## config.mk

```make
export PLATFORM = sky130hd
export DESIGN_NAME = display_scheduler
export DESIGN_NICKNAME = d
export VERILOG_FILES = /design/src/rtl/display_scheduler.sv
export SDC_FILE = /design/constraint.sdc
export NUM_CORES = 1
export LEC_CHECK = 0
export BUFFER_PORTS_ARGS = -buffer_cell sky130_fd_sc_hd__buf_2
export CAP_MARGIN = 20
export CORE_ASPECT_RATIO = 1.75
export CORE_UTILIZATION = 40
export CTS_CLUSTER_SIZE = 30
export DETAILED_ROUTE_END_ITERATION = 16
export GPL_TIMING_DRIVEN = 0
export SLEW_MARGIN = 20
export SYNTH_ARGS = -nofsm -noshare
export SYNTH_HDL_FRONTEND = slang
export SYNTH_SLANG_ARGS = --single-unit
```

## constraint.sdc

```tcl
create_clock -name clk -period 6 [get_ports clk]
set_clock_uncertainty 0.2 [all_clocks]
set_input_delay 0.6 -clock clk [delete_from_list [all_inputs] [get_ports clk]]
set_output_delay 0.6 -clock clk [all_outputs]
set_load 0.03 [all_outputs]
```

## src/rtl/display_scheduler.sv

```systemverilog
// rtl/display_scheduler.sv - fixed-priority owner arbitration for the shared 4-digit display path
// with minimum-hold preemption guard and per-digit blink blanking.
module display_scheduler #(
  parameter int MIN_HOLD  = 50_000_000,
  parameter int BLINK_DIV = 25_000_000
) (
  input  logic        clk,
  input  logic        rst,
  input  logic [1:0]  req,
  input  logic [15:0] data0,
  input  logic [15:0] data1,
  input  logic [15:0] data2,
  input  logic [3:0]  blink_mask,
  output logic [1:0]  grant,
  output logic [1:0]  ack,
  output logic [15:0] disp_data,
  output logic [3:0]  digit_blank
);

  localparam int HW = (MIN_HOLD < 2) ? 1 : $clog2(MIN_HOLD + 1);
  localparam int BW = (BLINK_DIV < 2) ? 1 : $clog2(BLINK_DIV);
  localparam logic [HW-1:0] HOLD_MAX   = HW'(MIN_HOLD);
  localparam logic [BW-1:0] BLINK_LAST = BW'(BLINK_DIV - 1);

  typedef enum logic [1:0] {
    S0 = 2'd0,
    S1 = 2'd1,
    S2 = 2'd2
  } state_t;

  state_t        state;
  state_t        state_nxt;
  logic [HW-1:0] hold_cnt;
  logic          hold_done;
  logic [BW-1:0] blink_cnt;
  logic          phase_off;
  logic          changed;
  logic [1:0]    ack_nxt;

  assign hold_done = (hold_cnt == HOLD_MAX);

  // Source 2 is never preempted; source 1 yields to source 2 only once the hold has elapsed.
  always_comb begin
    state_nxt = state;
    case (state)
      S0: begin
        if (req[1])      state_nxt = S2;
        else if (req[0]) state_nxt = S1;
      end
      S1: begin
        if (!req[0])                state_nxt = req[1] ? S2 : S0;
        else if (req[1] && hold_done) state_nxt = S2;
      end
      S2: begin
        if (!req[1]) state_nxt = req[0] ? S1 : S0;
      end
      default: state_nxt = S0;
    endcase
  end

  always_comb begin
    changed    = (state_nxt != state);
    ack_nxt    = 2'b00;
    ack_nxt[0] = changed && (state_nxt == S1);
    ack_nxt[1] = changed && (state_nxt == S2);
  end

  always_ff @(posedge clk or negedge rst) begin
    if (!rst) state <= S0;
    else      state <= state_nxt;
  end

  always_ff @(posedge clk or negedge rst) begin
    if (!rst)                           hold_cnt <= '0;
    else if (changed)                   hold_cnt <= '0;
    else if (state != S0 && !hold_done) hold_cnt <= hold_cnt + 1'b1;
  end

  // A new owner restarts the blink in the visible phase.
  always_ff @(posedge clk or negedge rst) begin
    if (!rst) begin
      blink_cnt <= '0;
      phase_off <= 1'b0;
    end else if (changed) begin
      blink_cnt <= '0;
      phase_off <= 1'b0;
    end else if (blink_cnt == BLINK_LAST) begin
      blink_cnt <= '0;
      phase_off <= ~phase_off;
    end else begin
      blink_cnt <= blink_cnt + 1'b1;
    end
  end

  always_ff @(posedge clk or negedge rst) begin
    if (!rst) begin
      ack         <= 2'b00;
      disp_data   <= 16'h0000;
      digit_blank <= 4'b0000;
    end else begin
      ack         <= ack_nxt;
      digit_blank <= blink_mask & {4{phase_off}};
      case (state)
        S1:      disp_data <= data1;
        S2:      disp_data <= data2;
        default: disp_data <= data0;
      endcase
    end
  end

  assign grant = state;

endmodule

```

### Word level (Yosys, flattened, before mapping)

Index checks and enable logic that the tools add are counted.

* bits in registers: 76
* input bits: 56
* output and inout bits: 24
* word-level logic and storage cells: 42

* add/subtract/negate cells: 2
* eq/ne operators: 7
* muxes and demuxes: 15
* bitwise operators: 2
* reduce and logical (&&, ||, !) cells: 9

Operators with widths (count)
* 2-to-1 mux 26 bit: 2
* 2-to-1 mux 25 bit: 2
* case mux 16 bit (2 select lines): 1
* adder 26 x 1 -> 26 bit (second input constant): 1
* == test 26 bit (second input constant): 1
* adder 25 x 1 -> 25 bit (second input constant): 1
* == test 25 bit (second input constant): 1
* 2-to-1 mux 2 bit: 6
* case mux 2 bit (3 select lines): 1
* nonzero test 2 bit: 3
* bitwise AND 4 bit: 1
* == test 2 x 1 -> 1 bit (second input constant): 2
* == test 2 bit (second input constant): 2
* logical AND 1 bit: 4
* 2-to-1 mux 1 bit: 3
* logical NOT 2 bit: 1
* != test 2 bit: 1
* logical NOT 1 bit: 1
* inverter 1 bit: 1

### Depth between registers and ports, before layout

* word-level depth: 7
* mapped depth: 10
* mapped depth without buffers: 7

### Worst setup path after synthesis

OpenSTA, ideal clock, no wires.

* kind: flip-flop to flip-flop
* start: reg state[0] (netlist: grant[0])
* end: reg blink_cnt[24]
* library setup time: 101 ps
* arrival time: 2278 ps
* data required time: 5699 ps
* path slack: 3421 ps
* stages on the path, launching flop included: 10
* buffers on the path: 2
* clock period less this slack: 2579 ps
* path through: dfrtp_1 > inv_1 > ha_1 > clkbuf_1 > a21o_1 > a222oi_1 > o31a_1 > nor3_2 > buf_2 > nor4_1

* word-level cells in the longest chain between the ends: 5
* elaborated cells on any way between the ends: 11
* those cells by class: 3 x eq/ne; 7 x mux; 1 x reduce/logical

Ends and longest elaborated chain
* start: declaration: RTL line 31 `state_t state;`
* start signal: assignment: RTL line 70 `else state <= state_nxt;`
* 2-to-1 mux 2 bit (on tied branches): RTL line 52, 48
* 2-to-1 mux 2 bit (on tied branches): RTL line 51, 47
* case mux 2 bit (3 select lines): RTL line 45 `case (state)`
* != test 2 bit (*): RTL line 62 `changed = (state_nxt != state);`
* 2-to-1 mux 25 bit (*): RTL line 84 `end else if (changed) begin`
* end signal: assignment: RTL line 91 `blink_cnt <= blink_cnt + 1'b1;`
* end: declaration: RTL line 35 `logic [BW-1:0] blink_cnt;`

Mark *: on every way between the ends. The rest lies on a longest branch, timed or not.
A chain may end at the register's enable or synchronous reset.

### Worst setup path after layout

* start: reg state[1] (netlist: grant[1])
* end: reg hold_cnt[10]

* word-level cells in the longest chain between the ends: 5
* elaborated cells on any way between the ends: 14
* those cells by class: 3 x eq/ne; 7 x mux; 4 x reduce/logical

Ends and longest elaborated chain
* 2-to-1 mux 2 bit (on tied branches): RTL line 52, 48
* 2-to-1 mux 2 bit (on tied branches): RTL line 51, 47
* case mux 2 bit (3 select lines): RTL line 45
* != test 2 bit: RTL line 62
* 2-to-1 mux 26 bit / nonzero test 2 bit (equally long branches)
* end signal: assignment: RTL line 76 `else if (state != S0 && !hold_done) hold_cnt <= hold_cnt + 1'b1;`
* end: declaration: RTL line 33 `logic [HW-1:0] hold_cnt;`

Parallel ways exist; a longest one is shown, timed or not.

==> impl_metrics.toml <==
[clock_tree]
cts_buffers = 9
htreeDepth = 3
clkSinkCount = 76
cts.path.max_buffers = 2
cts_root_buf = "clkbuf_16"
clk_latency_ps = 340
cts.clk_slew.worst_paths_ps = 70
ctsResizeCount = 0
cts_tree = "built"

[synth]
synth_top_family_by_area = "simple AND/OR/NAND/NOR gates"
ys_types = 44
synth-xor-area-share = 0.08737
synthAdderAreaFrac = 0.02080
synthMuxAreaShare = 0.005052
yosysMostFrequentCell = "dfrtp_1"
ys_top_cells_by_area = "dfrtp_1, nor4_2, xnor2_1, nor4_1, xor2_1"
ys_ff_latch = 76
synth-compound-area-share = 0.09955
syn_inst = 414
yosysSeqAreaShare = 0.4517
synth.top_cell.area_share = 0.4517
netlist_area_mm2 = 0.004210
synth_fp_nets = 477
synth_edf_count = 0
ys_warn_count = 0
async_reset_ff_frac = 1.000
synthSimpleGateAreaFrac = 0.2838
avgSynthCellArea_um2 = 10.17
synth_common_cells = "dfrtp_1, nor4_1, nor4_2"
synth_flop_cell = "dfrtp_1"
synth_top_area_cell = "dfrtp_1"

[sta]
worstMarginPinSlew_ps = 553.7
fin_crit_sh = 0.5020
final-hold-violation-count = 0
slew_headroom = 0.6280
drv_slew = 0
post-route-min-period_ps = 3012
finalSetupViolCount = 0
fin_tns_setup_ps = 0
max_freq_mhz = 332.0
rsz0062_at_grt = "false"

[worst_setup_path]
r2r_setup_slack_ps = 2990
setup.worst_path.start = "grant[1]$_DFF_PN0_"
required_ps = 6000
cp.arrival_ps = 3010
start_kind = "flop"
cp-end-kind = "flop"
r2r.worst_path.cells = 8
cp_max_fo = 10
crit_type = "flop to flop"
reg2reg_from = "grant[1]$_DFF_PN0_"

[grt]
antenna_found_initial = 0
grt_max_degree = 52
grt_pass1_wl_mm = 17.16
grt_overflow = 0
grt_pass1_vias = 3590
grtUsageTotal = 0.2033

[place]
numPlacedInstances = 620
place.gp.congestion = 0.7590
port_buffers = 78
placed_area_mm2 = 0.004790
hpwl_mm = 7.490

[power_and_ir_drop]
p_int_mw = 1.316
seqPwrFrac = 0.276
switching_share = 0.4295
vdd_ir_drop_max_uv = 296.5
combinationalPowerShare = 0.449
p_clk_frac = 0.275
p_leak_nw = 2.125
power_density_mw_per_mm2 = 447.8
p_sw_mw = 0.9907

[cells_and_area]
drive_gt1_frac = 0.2824
diodes = 0
area_delta_synth_final_pct = 22.32
final_util = 0.5030
final_cells = 637
finalInstanceArea_mm2 = 0.005150
fill_cells = 946
nNetsFinal = 568

[min_path]
hold_path.class = "input pin to flop"
worstHoldPathCells = 2
hp-start = "blink_mask[1]"

[route]
drtPass1Iterations = 5
detail-route-antenna-nets = 0
drc = 0
drtIter0Drc = 155
vias = 3549
wirelength_mm = 10.18
wl_per_cell_um = 15.98
viasPerCell = 5.571

[floorplan]
pin_count = 80
die-width_um = 79.56
core_mm2 = 0.01024
num_rows = 49
initial_core_util = 0.4112
dieArea_mm2 = 0.01096
die_y_um = 137.7

[job]
maxCapViolations = 0

[run_status]
status = "finished clean"
power groups by stage:
stage / clock [mW] / sequential, mW / combinational [mW]
after floorplan: 0 / 0.780 / 0.621
after global placement: 0 / 0.645 / 1.03
after detailed placement: 0 / 0.645 / 1.04
after CTS: 0.644 / 0.637 / 1.04
after global routing: 0.668 / 0.646 / 1.13
final: 0.635 / 0.637 / 1.03
metrics by stage:
stage,power (mW),hold WS [ps],setup slack (ps)
floorplan,1.401,104.4,3421
global placement,1.677,336.6,3049
detailed placement,1.687,336.1,3017
CTS,2.325,260.8,2985
global route,2.446,270.5,2724
finish,2.306,267.2,2988
layer usage:
| layer | track usage | vias up | share of wire |
|---|---|---|---|
| met5 | 0 | - | 0 |
| met4 | 0.08687 | 0 | 0.017 |
| met3 | 0.03179 | 9 | 0.031 |
| met2 | 0.3832 | 84 | 0.57 |
| met1 | 0.2184 | 1744 | 0.38 |
| li1 | - | 1712 | - |
final timing paths:
kind | end
worst min-delay path | digit_blank[1]$_DFF_PN0_
worst max-delay path | hold_cnt[10]$_DFFE_PN0P_
worst min register to register | blink_cnt[0]$_DFF_PN0_
worst max register to register | hold_cnt[10]$_DFFE_PN0P_
max in group asynchronous | hold_cnt[7]$_DFFE_PN0P_
min in group asynchronous | blink_cnt[16]$_DFF_PN0_
logic make-up (layout without fill, tap and decap cells):
kind of cell,count (synthesis),after routing
XOR/XNOR,42,42
flip-flops,76,76
adder cells (fa/ha/maj),7,7
AND/OR/NAND/NOR,181,181
AO/OA/AOI/OAI,63,63
buffers and inverters,43,139
multiplexers,2,2
final cells by class:
type / instances / area [µm²] / area share
Clock inverter: 7 / 125.1 / 0.02430
Buffer: 34 / 183.9 / 0.03571
Sequential cell: 76 / 1902 / 0.3693
Tap cell: 127 / 158.9 / 0.03086
Clock buffer: 9 / 225.2 / 0.04373
Inverter: 9 / 33.78 / 0.006560
Timing Repair Buffer: 80 / 430.4 / 0.08358
Multi-Input combinational cell: 295 / 2091 / 0.4060
layout by cell type (no fill, tap or decap), types with 3 or more instances in the layout:
cell / n
a21oi_1: 18
a22oi_1: 17
and2_1: 5
and3_1: 3
and4_1: 5
buf_2: 86
buf_6: 6
bufinv_16: 3
clkbuf_1: 17
clkbuf_16: 9
clkinv_4: 4
dfrtp_1: 76
ha_1: 7
inv_1: 9
nand2_1: 21
nand3_1: 13
nand4_1: 16
nor2_1: 27
nor3_1: 18
nor4_1: 29
nor4_2: 28
o211ai_1: 4
o21a_1: 7
o21ai_0: 9
o31a_1: 3
or3_1: 3
xnor2_1: 25
xor2_1: 17
worst max-delay path, cell delays in order, from the launching register on:
cell and delay, ps:
dfrtp_1 490, inv_1 180, ha_1 160, clkbuf_1 360, nand4_1 140, o31a_1 320, nor3_2 440, clkbuf_1 440
nor4_1 120
state kept, by name, indices dropped and copies added (netlist names):
name         cells
hold_cnt        26
blink_cnt       25
ack              2
digit_blank      4
phase_off        1
grant            2
disp_data       16
repair_timing:
item	CTS	global route
setup endpoints to repair	0	0
endpoints found under the hold margin	25	0
hold buffers	1	0
buffers inserted	0	0
(Power assumes the default switching activity.)
